==> src/rtl/accelerator_trainer_pkg.sv <==
// Definitions shared by the FNN trainer and its input feeder: FSM state codes,
// the read tag that travels with each buffer access, and constant words.
package accelerator_trainer_pkg;

  localparam int DATA_SIZE_DEFAULT    = 64;
  localparam int CONTROL_SIZE_DEFAULT = 64;

  localparam logic [DATA_SIZE_DEFAULT-1:0]    ZERO_DATA    = 64'd0;
  localparam logic [DATA_SIZE_DEFAULT-1:0]    ONE_DATA     = 64'd1;
  localparam logic [CONTROL_SIZE_DEFAULT-1:0] ZERO_CONTROL = 64'd0;
  localparam logic [CONTROL_SIZE_DEFAULT-1:0] ONE_CONTROL  = 64'd1;

  localparam logic [2:0] STARTER = 3'd0;
  localparam logic [2:0] READ_X  = 3'd1;
  localparam logic [2:0] READ_R  = 3'd2;
  localparam logic [2:0] READ_H  = 3'd3;
  localparam logic [2:0] DRAIN   = 3'd4;
  localparam logic [2:0] DONE    = 3'd5;

  localparam logic [1:0] PHASE_X = 2'd0;
  localparam logic [1:0] PHASE_R = 2'd1;
  localparam logic [1:0] PHASE_H = 2'd2;

  typedef struct packed {
    logic [1:0] phase;
    logic       first;
  } read_tag_t;

  localparam read_tag_t TAG_X       = '{phase: PHASE_X, first: 1'b0};
  localparam read_tag_t TAG_R       = '{phase: PHASE_R, first: 1'b0};
  localparam read_tag_t TAG_R_FIRST = '{phase: PHASE_R, first: 1'b1};
  localparam read_tag_t TAG_H       = '{phase: PHASE_H, first: 1'b0};

endpackage

==> src/rtl/accelerator_read_aligner.sv <==
// Two-stage valid/tag pipeline matching the one-cycle operand buffer latency
// plus the output register stage, so each strobe leaves with its data word.
module accelerator_read_aligner #(
  parameter int TAG_W = 3
) (
  input  logic             CLK,
  input  logic             RST,
  input  logic             req_valid,
  input  logic [TAG_W-1:0] req_tag,
  output logic             mid_valid,
  output logic [TAG_W-1:0] mid_tag,
  output logic             out_valid,
  output logic [TAG_W-1:0] out_tag
);

  always_ff @(posedge CLK or negedge RST) begin
    if (!RST) begin
      mid_valid <= 1'b0;
      mid_tag   <= '0;
      out_valid <= 1'b0;
      out_tag   <= '0;
    end else begin
      mid_valid <= req_valid;
      mid_tag   <= req_tag;
      out_valid <= mid_valid;
      out_tag   <= mid_tag;
    end
  end

endmodule

==> src/rtl/accelerator_trainer_feeder.sv <==
// Walks one contiguous operand-buffer region (x, then r by head/element, then h)
// and streams each word to the trainer's X/R/H ports with its strobes.
module accelerator_trainer_feeder
  import accelerator_trainer_pkg::*;
#(
  parameter int DATA_SIZE    = DATA_SIZE_DEFAULT,
  parameter int CONTROL_SIZE = CONTROL_SIZE_DEFAULT
) (
  input  logic                 CLK,
  input  logic                 RST,
  input  logic                 START,
  output logic                 READY,
  input  logic [DATA_SIZE-1:0] SIZE_X_IN,
  input  logic [DATA_SIZE-1:0] SIZE_W_IN,
  input  logic [DATA_SIZE-1:0] SIZE_L_IN,
  input  logic [DATA_SIZE-1:0] SIZE_R_IN,
  output logic [DATA_SIZE-1:0] ADDRESS_OUT,
  output logic                 READ_ENABLE_OUT,
  input  logic [DATA_SIZE-1:0] DATA_IN,
  output logic                 X_OUT_ENABLE,
  output logic [DATA_SIZE-1:0] X_OUT,
  output logic                 R_OUT_I_ENABLE,
  output logic                 R_OUT_K_ENABLE,
  output logic [DATA_SIZE-1:0] R_OUT,
  output logic                 H_OUT_ENABLE,
  output logic [DATA_SIZE-1:0] H_OUT
);

  logic [2:0]              state, state_next;
  logic [DATA_SIZE-1:0]    size_x_q, size_w_q, size_l_q, size_r_q;
  logic [DATA_SIZE-1:0]    addr_q;
  logic [CONTROL_SIZE-1:0] elem_cnt, i_cnt, k_cnt;
  logic                    x_last, k_last, i_last, h_last;
  logic                    x_ne_in, r_ne_in, l_ne_in, r_ne_q, l_ne_q;
  logic                    read_en, mid_valid, out_valid;
  read_tag_t               req_tag, mid_tag, out_tag;
  logic                    ready_q;
  logic [DATA_SIZE-1:0]    x_q, r_q, h_q;

  assign x_ne_in = (SIZE_X_IN != ZERO_DATA);
  assign r_ne_in = (SIZE_R_IN != ZERO_DATA) && (SIZE_W_IN != ZERO_DATA);
  assign l_ne_in = (SIZE_L_IN != ZERO_DATA);
  assign r_ne_q  = (size_r_q != ZERO_DATA) && (size_w_q != ZERO_DATA);
  assign l_ne_q  = (size_l_q != ZERO_DATA);

  assign x_last = (elem_cnt == CONTROL_SIZE'(size_x_q) - ONE_CONTROL);
  assign h_last = (elem_cnt == CONTROL_SIZE'(size_l_q) - ONE_CONTROL);
  assign k_last = (k_cnt == CONTROL_SIZE'(size_w_q) - ONE_CONTROL);
  assign i_last = (i_cnt == CONTROL_SIZE'(size_r_q) - ONE_CONTROL);

  always_comb begin
    state_next = state;
    case (state)
      STARTER: begin
        if (START) begin
          if (x_ne_in)      state_next = READ_X;
          else if (r_ne_in) state_next = READ_R;
          else if (l_ne_in) state_next = READ_H;
          else              state_next = DONE;
        end
      end
      READ_X: begin
        if (x_last) begin
          if (r_ne_q)      state_next = READ_R;
          else if (l_ne_q) state_next = READ_H;
          else             state_next = DRAIN;
        end
      end
      READ_R: begin
        if (k_last && i_last) state_next = l_ne_q ? READ_H : DRAIN;
      end
      READ_H: begin
        if (h_last) state_next = DRAIN;
      end
      // The last word is on DATA_IN now and lands in its output register at this edge.
      DRAIN:   state_next = DONE;
      DONE:    state_next = STARTER;
      default: state_next = STARTER;
    endcase
  end

  always_ff @(posedge CLK or negedge RST) begin
    if (!RST) begin
      state    <= STARTER;
      ready_q  <= 1'b0;
      size_x_q <= ZERO_DATA;
      size_w_q <= ZERO_DATA;
      size_l_q <= ZERO_DATA;
      size_r_q <= ZERO_DATA;
      addr_q   <= ZERO_DATA;
      elem_cnt <= ZERO_CONTROL;
      i_cnt    <= ZERO_CONTROL;
      k_cnt    <= ZERO_CONTROL;
    end else begin
      state   <= state_next;
      ready_q <= (state == DONE);
      case (state)
        STARTER: begin
          if (START) begin
            size_x_q <= SIZE_X_IN;
            size_w_q <= SIZE_W_IN;
            size_l_q <= SIZE_L_IN;
            size_r_q <= SIZE_R_IN;
            addr_q   <= ZERO_DATA;
            elem_cnt <= ZERO_CONTROL;
            i_cnt    <= ZERO_CONTROL;
            k_cnt    <= ZERO_CONTROL;
          end
        end
        READ_X: begin
          addr_q   <= addr_q + ONE_DATA;
          elem_cnt <= x_last ? ZERO_CONTROL : elem_cnt + ONE_CONTROL;
        end
        READ_R: begin
          addr_q <= addr_q + ONE_DATA;
          if (k_last) begin
            k_cnt <= ZERO_CONTROL;
            i_cnt <= i_last ? ZERO_CONTROL : i_cnt + ONE_CONTROL;
          end else begin
            k_cnt <= k_cnt + ONE_CONTROL;
          end
        end
        READ_H: begin
          addr_q   <= addr_q + ONE_DATA;
          elem_cnt <= h_last ? ZERO_CONTROL : elem_cnt + ONE_CONTROL;
        end
        default: ;
      endcase
    end
  end

  assign read_en = (state == READ_X) || (state == READ_R) || (state == READ_H);

  always_comb begin
    req_tag = TAG_H;
    if (state == READ_X)      req_tag = TAG_X;
    else if (state == READ_R) req_tag = (k_cnt == ZERO_CONTROL) ? TAG_R_FIRST : TAG_R;
  end

  accelerator_read_aligner #(
    .TAG_W($bits(read_tag_t))
  ) u_aligner (
    .CLK       (CLK),
    .RST       (RST),
    .req_valid (read_en),
    .req_tag   (req_tag),
    .mid_valid (mid_valid),
    .mid_tag   (mid_tag),
    .out_valid (out_valid),
    .out_tag   (out_tag)
  );

  // Output words are captured from DATA_IN while their tag sits in the middle stage.
  always_ff @(posedge CLK or negedge RST) begin
    if (!RST) begin
      x_q <= ZERO_DATA;
      r_q <= ZERO_DATA;
      h_q <= ZERO_DATA;
    end else if (mid_valid) begin
      case (mid_tag)
        TAG_X:              x_q <= DATA_IN;
        TAG_R, TAG_R_FIRST: r_q <= DATA_IN;
        TAG_H:              h_q <= DATA_IN;
        default: ;
      endcase
    end
  end

  assign READ_ENABLE_OUT = read_en;
  assign ADDRESS_OUT     = addr_q;
  assign READY           = ready_q;
  assign X_OUT           = x_q;
  assign R_OUT           = r_q;
  assign H_OUT           = h_q;
  assign X_OUT_ENABLE    = out_valid && (out_tag.phase == PHASE_X);
  assign R_OUT_K_ENABLE  = out_valid && (out_tag.phase == PHASE_R);
  assign R_OUT_I_ENABLE  = out_valid && (out_tag.phase == PHASE_R) && out_tag.first;
  assign H_OUT_ENABLE    = out_valid && (out_tag.phase == PHASE_H);

endmodule

==> config.mk <==
export PLATFORM = sky130hd
export DESIGN_NAME = accelerator_trainer_feeder
export DESIGN_NICKNAME = d
export VERILOG_FILES = /design/src/rtl/accelerator_trainer_pkg.sv /design/src/rtl/accelerator_read_aligner.sv /design/src/rtl/accelerator_trainer_feeder.sv
export SDC_FILE = /design/constraint.sdc
export NUM_CORES = 2
export LEC_CHECK = 0
export CAP_MARGIN = 20
export CORE_ASPECT_RATIO = 1.1
export CORE_MARGIN = 2
export CORE_UTILIZATION = 56
export CTS_CLUSTER_SIZE = 25
export DETAILED_ROUTE_END_ITERATION = 12
export GPL_ROUTABILITY_DRIVEN = 1
export MAX_ROUTING_LAYER = met4
export PLACE_DENSITY = 0.8
export SLEW_MARGIN = 30
export SYNTH_ARGS = -nofsm -noshare
export SYNTH_HDL_FRONTEND = slang
export SYNTH_SLANG_ARGS = --single-unit
==> constraint.sdc <==
create_clock -name CLK -period 4.5 [get_ports CLK]
set_input_delay 0.9 -clock CLK [delete_from_list [all_inputs] [get_ports CLK]]
set_output_delay 0.9 -clock CLK [all_outputs]
set_load 0.02 [all_outputs]
* Word-level counts from Yosys, hierarchy flattened
Cells that the tools add are included.
Widths: inputs -> output; s select.
** Storage, ports and cells
- Register bits :: 716
- Output and inout port bits :: 262
- Input bits :: 323
- Word-level logic and storage cells :: 101
** Operators by class
- Add/subtract/negate cells :: 8
- Equal/unequal tests :: 19
- Muxes and demuxes :: 23
- Reductions and logical operators :: 34
** Operator list (count)
- $reduce_bool 64->1 :: 7
- $mux 64 :: 6
- $pmux 64 s2 :: 3
- $add 64x1->64 const B :: 4
- $eq 64x64->1 :: 4
- $sub 64x1->64 const B :: 4
- $pmux 64 s3 :: 1
- $logic_not 64->1 :: 1
- $mux 3 :: 11
- $pmux 3 s5 :: 1
- $reduce_and 2->1 :: 7
- $eq 3x2->1 const B :: 4
- $ne 2x2->1 const B :: 5
- $eq 3x3->1 const B :: 3
- $logic_and 1x1->1 :: 7
- $logic_not 3->1 :: 2
- $reduce_and 4->1 :: 1
- $reduce_bool 2->1 :: 2
- $eq 3x1->1 const B :: 1
- $reduce_and 3->1 :: 1
- $reduce_bool 3->1 :: 1
- $reduce_or 3->1 :: 1
- $eq 2x1->1 const B :: 1
- $eq 2x2->1 const B :: 1
- 4 further kinds :: 5

* Longest topological paths before layout
- Word-level depth :: 6
- Depth in mapped cells :: 16

* By module
From an unflattened synthesis, not the netlist that was laid out.
** Second synthesis, totals
- Cells, all modules :: 4835
- Area total of the unflattened synthesis :: 41924.0 µm²
** Modules (own cells, without submodules)
- accelerator_trainer_feeder :: cells an instance 4827, area each 41723.8 µm², times used 1
- accelerator_read_aligner :: cells an instance 8, area each 200.2 µm², times used 1

* Worst setup path before layout
No wires, ideal clock.
- Path type :: register -> register
- Start :: register size_l_q[17]
- End :: register state[1]
- Arrival :: 3947 ps
- Stages on the path, launching flop included :: 14
- Period minus slack after synthesis :: 4073 ps
- Setup time :: 126 ps
- Required time :: 4374 ps
- Slack :: 427 ps
- Cells stage by stage :: dfrtp_1 buf_2 or4_4 or4_1 clkbuf_1 or4_1 clkbuf_1 or3_1 a22o_1 nor4_1 and4_1 a21oi_2 or2_1 o32a_1
** On the way
- Longest elaborated chain between the ends :: 5
** RTL lines
- start, declared :: RTL line accelerator_trainer_feeder.sv:30 : logic [DATA_SIZE-1:0] size_x_q, size_w_q, size_l_q, size_r_q;
- start signal, assigned :: RTL line accelerator_trainer_feeder.sv:88 : size_l_q <= ZERO_DATA;
- start signal, assigned :: RTL line accelerator_trainer_feeder.sv:102 : size_l_q <= SIZE_L_IN;
- branches (longest 5 deep; another with $sub 64x1->64)
- end signal, assigned :: RTL line accelerator_trainer_feeder.sv:95 : state <= state_next;
- end, declared :: RTL line accelerator_trainer_feeder.sv:29 : logic [2:0] state, state_next;
Several ways; the timed one is not identified. The select of a mux whose other input is x is not followed.
A chain may end at the register's enable or synchronous reset.

* Final worst setup path
- Start :: register size_w_q[20]
- End :: register i_cnt[13]
** On the way
- Longest elaborated chain between the ends :: 4
** RTL lines
- start, declared :: RTL line accelerator_trainer_feeder.sv:30
- start signal, assigned :: RTL line accelerator_trainer_feeder.sv:87 : size_w_q <= ZERO_DATA;
- start signal, assigned :: RTL line accelerator_trainer_feeder.sv:101 : size_w_q <= SIZE_W_IN;
- $sub 64x1->64 :: RTL line accelerator_trainer_feeder.sv:48 : assign k_last = (k_cnt == CONTROL_SIZE'(size_w_q) - ONE_CONTROL);
- $eq 64x64->1 :: RTL line accelerator_trainer_feeder.sv:48
- $ne 2x2->1 (no line)
- $reduce_and 3->1 (no line)
- end signal, assigned :: RTL line accelerator_trainer_feeder.sv:118 : i_cnt <= i_last ? ZERO_CONTROL : i_cnt + ONE_CONTROL;
- end, declared :: RTL line accelerator_trainer_feeder.sv:32 : logic [CONTROL_SIZE-1:0] elem_cnt, i_cnt, k_cnt;
No other way between the ends.

==> impl_metrics.ini <==
[critical_path]
end_kind = flop
cp_data_arrival_time_ns = 5.00
cp_slowest_cell = or4_4
critical-path-top-delay-family = simple AND/OR/NAND/NOR gates
worst-setup-path-type = flop to flop
max_stage_delay_ns = 0.62
critPathMaxFanout = 12
cp_cell_sequence = or4_1, or4_4, nor4_2, a21oi_1, nor4_1, nand4_1, or4_1, or3_4, a21oi_1, buf_4, a221o_1
crit_buf_inv = 1
critPathRequiredTime_ns = 5.09
worstSetupStartpointType = flop

[global_route]
antenna_found_initial = 6
grt_pass1_vias = 39218
gr-usage-all-layers = 0.3899
grt_overflow = 0
grt_max_degree = 191
grt_pass1_wl_um = 230700

[sta]
slew_violations = 0
finalSetupViolations = 0
skew_ns = 0.03460
setup-tns-final_ns = 0
tightest_slew_ns = 0.9866
setup_slack_ns = 0.09575
min_period_ns = 4.404
hold_violations = 0
relSlewSlack = 0.3423
max_freq_ghz = 0.2271
rsz0062_at_grt = false
period_share = 0.9787

[cells_and_area]
drive_above_1_share = 0.1077
ff_latch_area_um2 = 17920
synthToLayoutAreaGrowth_pct = 24.48
fill_cells = 5788
multi_input_area_um2 = 22950
post-route-util = 0.7047
nets = 5731

[cts]
cts_max_level = 3
holdBufCountCts = 0
cts.sinks = 716
insertion_delay_ns = 0.66
cts-buffers-inserted = 78
cts-root-buf = clkbuf_16
clock_path_buffers = 3
tritoncts = built
clk_transition_reported_paths_ns = 0.06

[route]
vias = 40383
post_drt_wl_per_cell_um = 23.28
wirelength_um = 149700
vias_per_cell = 6.281
drc_errors = 0
antenna_left = 0
first_iter_violations = 4386
drt_pass1_iterations = 8

[pwr]
ir_drop_mv = 0.3273
p_per_area_nw_per_um2 = 298.4
leakagePower_nw = 22.01

[floorplanning]
start_util = 0.5662
dieHeight_um = 292.3
io_pins = 585
row_count = 105
fp.coreArea_um2 = 74750
die_w_um = 266.1
dieArea_um2 = 77790

[synth]
synth_seq_cells = 716
synthAdderAreaFrac = 0.002956
synth_compound_gate_area_share = 0.1026
synth_simple_gate_area_share = 0.2850
ys_types = 89
synth_top_area_frac = 0.4233
synth-edff-count = 0
synth-xor-area-share = 0.08029
synthArstFlopShare = 1.000
synthCells = 4867
yosys-top-cells-area = dfrtp_1 42%, nand2_1 9.2%, mux2_2 5.3%
synth_flop_cell = dfrtp_1
yosysMostFrequentCell = nand2_1
synth_warnings = 0
synth_area_um2 = 42320
seq_area_frac_synth = 0.4233
synth_top_cells_by_count = 1,036 x nand2_1, 716 x dfrtp_1, 270 x clkbuf_1
yosysTopAreaCell = dfrtp_1
synth.avg_cell_area_um2 = 8.696
syn-num-nets = 5200
synthMuxAreaShare = 0.06876
synth_top_family_by_area = simple AND/OR/NAND/NOR gates

[placed_design]
pre_cts_ws_ns = 0.005391
place_congestion = 1.025
portBuffers = 584
hpwl_um = 112900

[status]
outcome = complete, no violations

[run]
max_cap_viol_count = 0

[min_path]
min_path_type = primary input to async pin
per-layer routing:
layer / vias up / part of all wire / track usage
met3: 413 / 0.076 / 0.06641
li1: 18503 / - / -
met1: 19589 / 0.39 / 0.4794
met2: 1878 / 0.48 / 0.6329
met5: - / 0 / -
met4: 0 / 0.049 / 0.1732
cells by family after synthesis:
group | Yosys count
AND/OR/NAND/NOR | 2454
flip-flops | 716
AO/OA/AOI/OAI | 633
buffers and inverters | 400
XOR/XNOR | 388
multiplexers | 266
adder cells (fa/ha/maj) | 10
final timing paths:
kind | cells after the start | slack, ns | end | start
worst min register to register | 0 | 0.45 | u_aligner.out_tag[0]$_DFF_PN0_ | u_aligner.mid_tag[0]$_DFF_PN0_
max in group asynchronous | 2 | 3.23 | size_r_q[29]$_DFFE_PN0P_ | RST
worst max register to register | 11 | 0.1 | i_cnt[13]$_DFFE_PN0P_ | size_w_q[20]$_DFFE_PN0P_
worst min-delay path | 1 | 0.29 | R_OUT[45]$_DFFE_PN0P_ | RST
min in group CLK | 0 | 0.45 | u_aligner.out_tag[0]$_DFF_PN0_ | u_aligner.mid_tag[0]$_DFF_PN0_
worst max-delay path | 11 | 0.1 | i_cnt[13]$_DFFE_PN0P_ | size_w_q[20]$_DFFE_PN0P_
sequential cells by signal, indices dropped and copies added (netlist names):
register and flops:
u_aligner.mid_tag 3, u_aligner.out_tag 3, size_w_q 64, READY 1, size_l_q 64, i_cnt 64
X_OUT 64, size_r_q 64, H_OUT 64, u_aligner.out_valid 1, elem_cnt 64, u_aligner.mid_valid 1
ADDRESS_OUT 64, size_x_q 64, state 3, k_cnt 64, R_OUT 64
repair_timing:
item | 4_1_cts | 5_1_grt
cloned | 0 | 0
gates resized for setup | 1 | 9
endpoints found under the setup margin | 1 | 66
buffers inserted | 0 | 2
endpoints found under the hold margin | 0 | 0
pin swaps | 0 | 2
stage by stage:
step / power (mW) / hold slack, ns / cell area [µm²] / instances
after floorplan: 7.724 / 0.3761 / 42320 / 4867
after detailed placement: 8.757 / 0.4338 / 49800 / 6279
after CTS: 15.77 / 0.3275 / 52610 / 6420
after global routing: 16.22 / 0.3522 / 52680 / 6428
after global placement: 8.733 / 0.4338 / 49800 / 6279
final: 15.72 / 0.2859 / 52680 / 6429
power breakdown:
| group | total, mW | switching, mW | internal (mW) |
|---|---|---|---|
| registers | 6.93 | 0.284 | 6.65 |
| logic | 1.75 | 0.923 | 0.828 |
| clock network | 7.04 | 2.95 | 4.09 |
final cells by class:
cell class,instances,area share
timing repair buffer,766,0.1417
multi-input combinational,3751,0.4356
clock inverter,47,0.01340
sequential,716,0.3401
clock buffer,94,0.03990
inverter,85,0.006056
tap,963,0.02287
antenna,7,0.0003325
cell usage in the layout (no fill, tap or decap), drive strengths merged, types with 21 or more instances in the layout:
| master | Yosys | layout |
|---|---|---|
| a211oi | 21 | 21 |
| o21a | 31 | 31 |
| clkinv | 0 | 27 |
| nand2 | 1036 | 1036 |
| nand4 | 135 | 135 |
| dfrtp | 716 | 716 |
| and4 | 24 | 24 |
| o31ai | 30 | 30 |
| and2 | 41 | 41 |
| o211ai | 26 | 26 |
| or3 | 66 | 66 |
| and3 | 78 | 78 |
| inv | 85 | 89 |
| xnor2 | 244 | 244 |
| clkdlybuf4s50 | 0 | 583 |
| or2 | 31 | 31 |
| mux2i | 68 | 68 |
| a22o | 25 | 25 |
| nand3 | 216 | 216 |
| a32oi | 35 | 35 |
| o21ai | 141 | 141 |
| o22ai | 40 | 40 |
| o41ai | 25 | 25 |
| nor2 | 261 | 261 |
| nor4 | 242 | 242 |
| or4 | 71 | 71 |
| a31oi | 25 | 25 |
| clkbuf | 271 | 94 |
| buf | 44 | 183 |
| nor3 | 149 | 149 |
| xor2 | 144 | 144 |
| a21oi | 101 | 101 |
| mux2 | 198 | 198 |
worst reg2reg max path: stages, from the launching register on:
cell,delay (ns)
dfrtp_1,0.37
or4_1,0.60
or4_4,0.62
nor4_2,0.36
a21oi_1,0.15
nor4_1,0.42
nand4_1,0.20
or4_1,0.52
or3_4,0.47
a21oi_1,0.24
buf_4,0.22
a221o_1,0.17
Power figures use the tool's default switching activity.
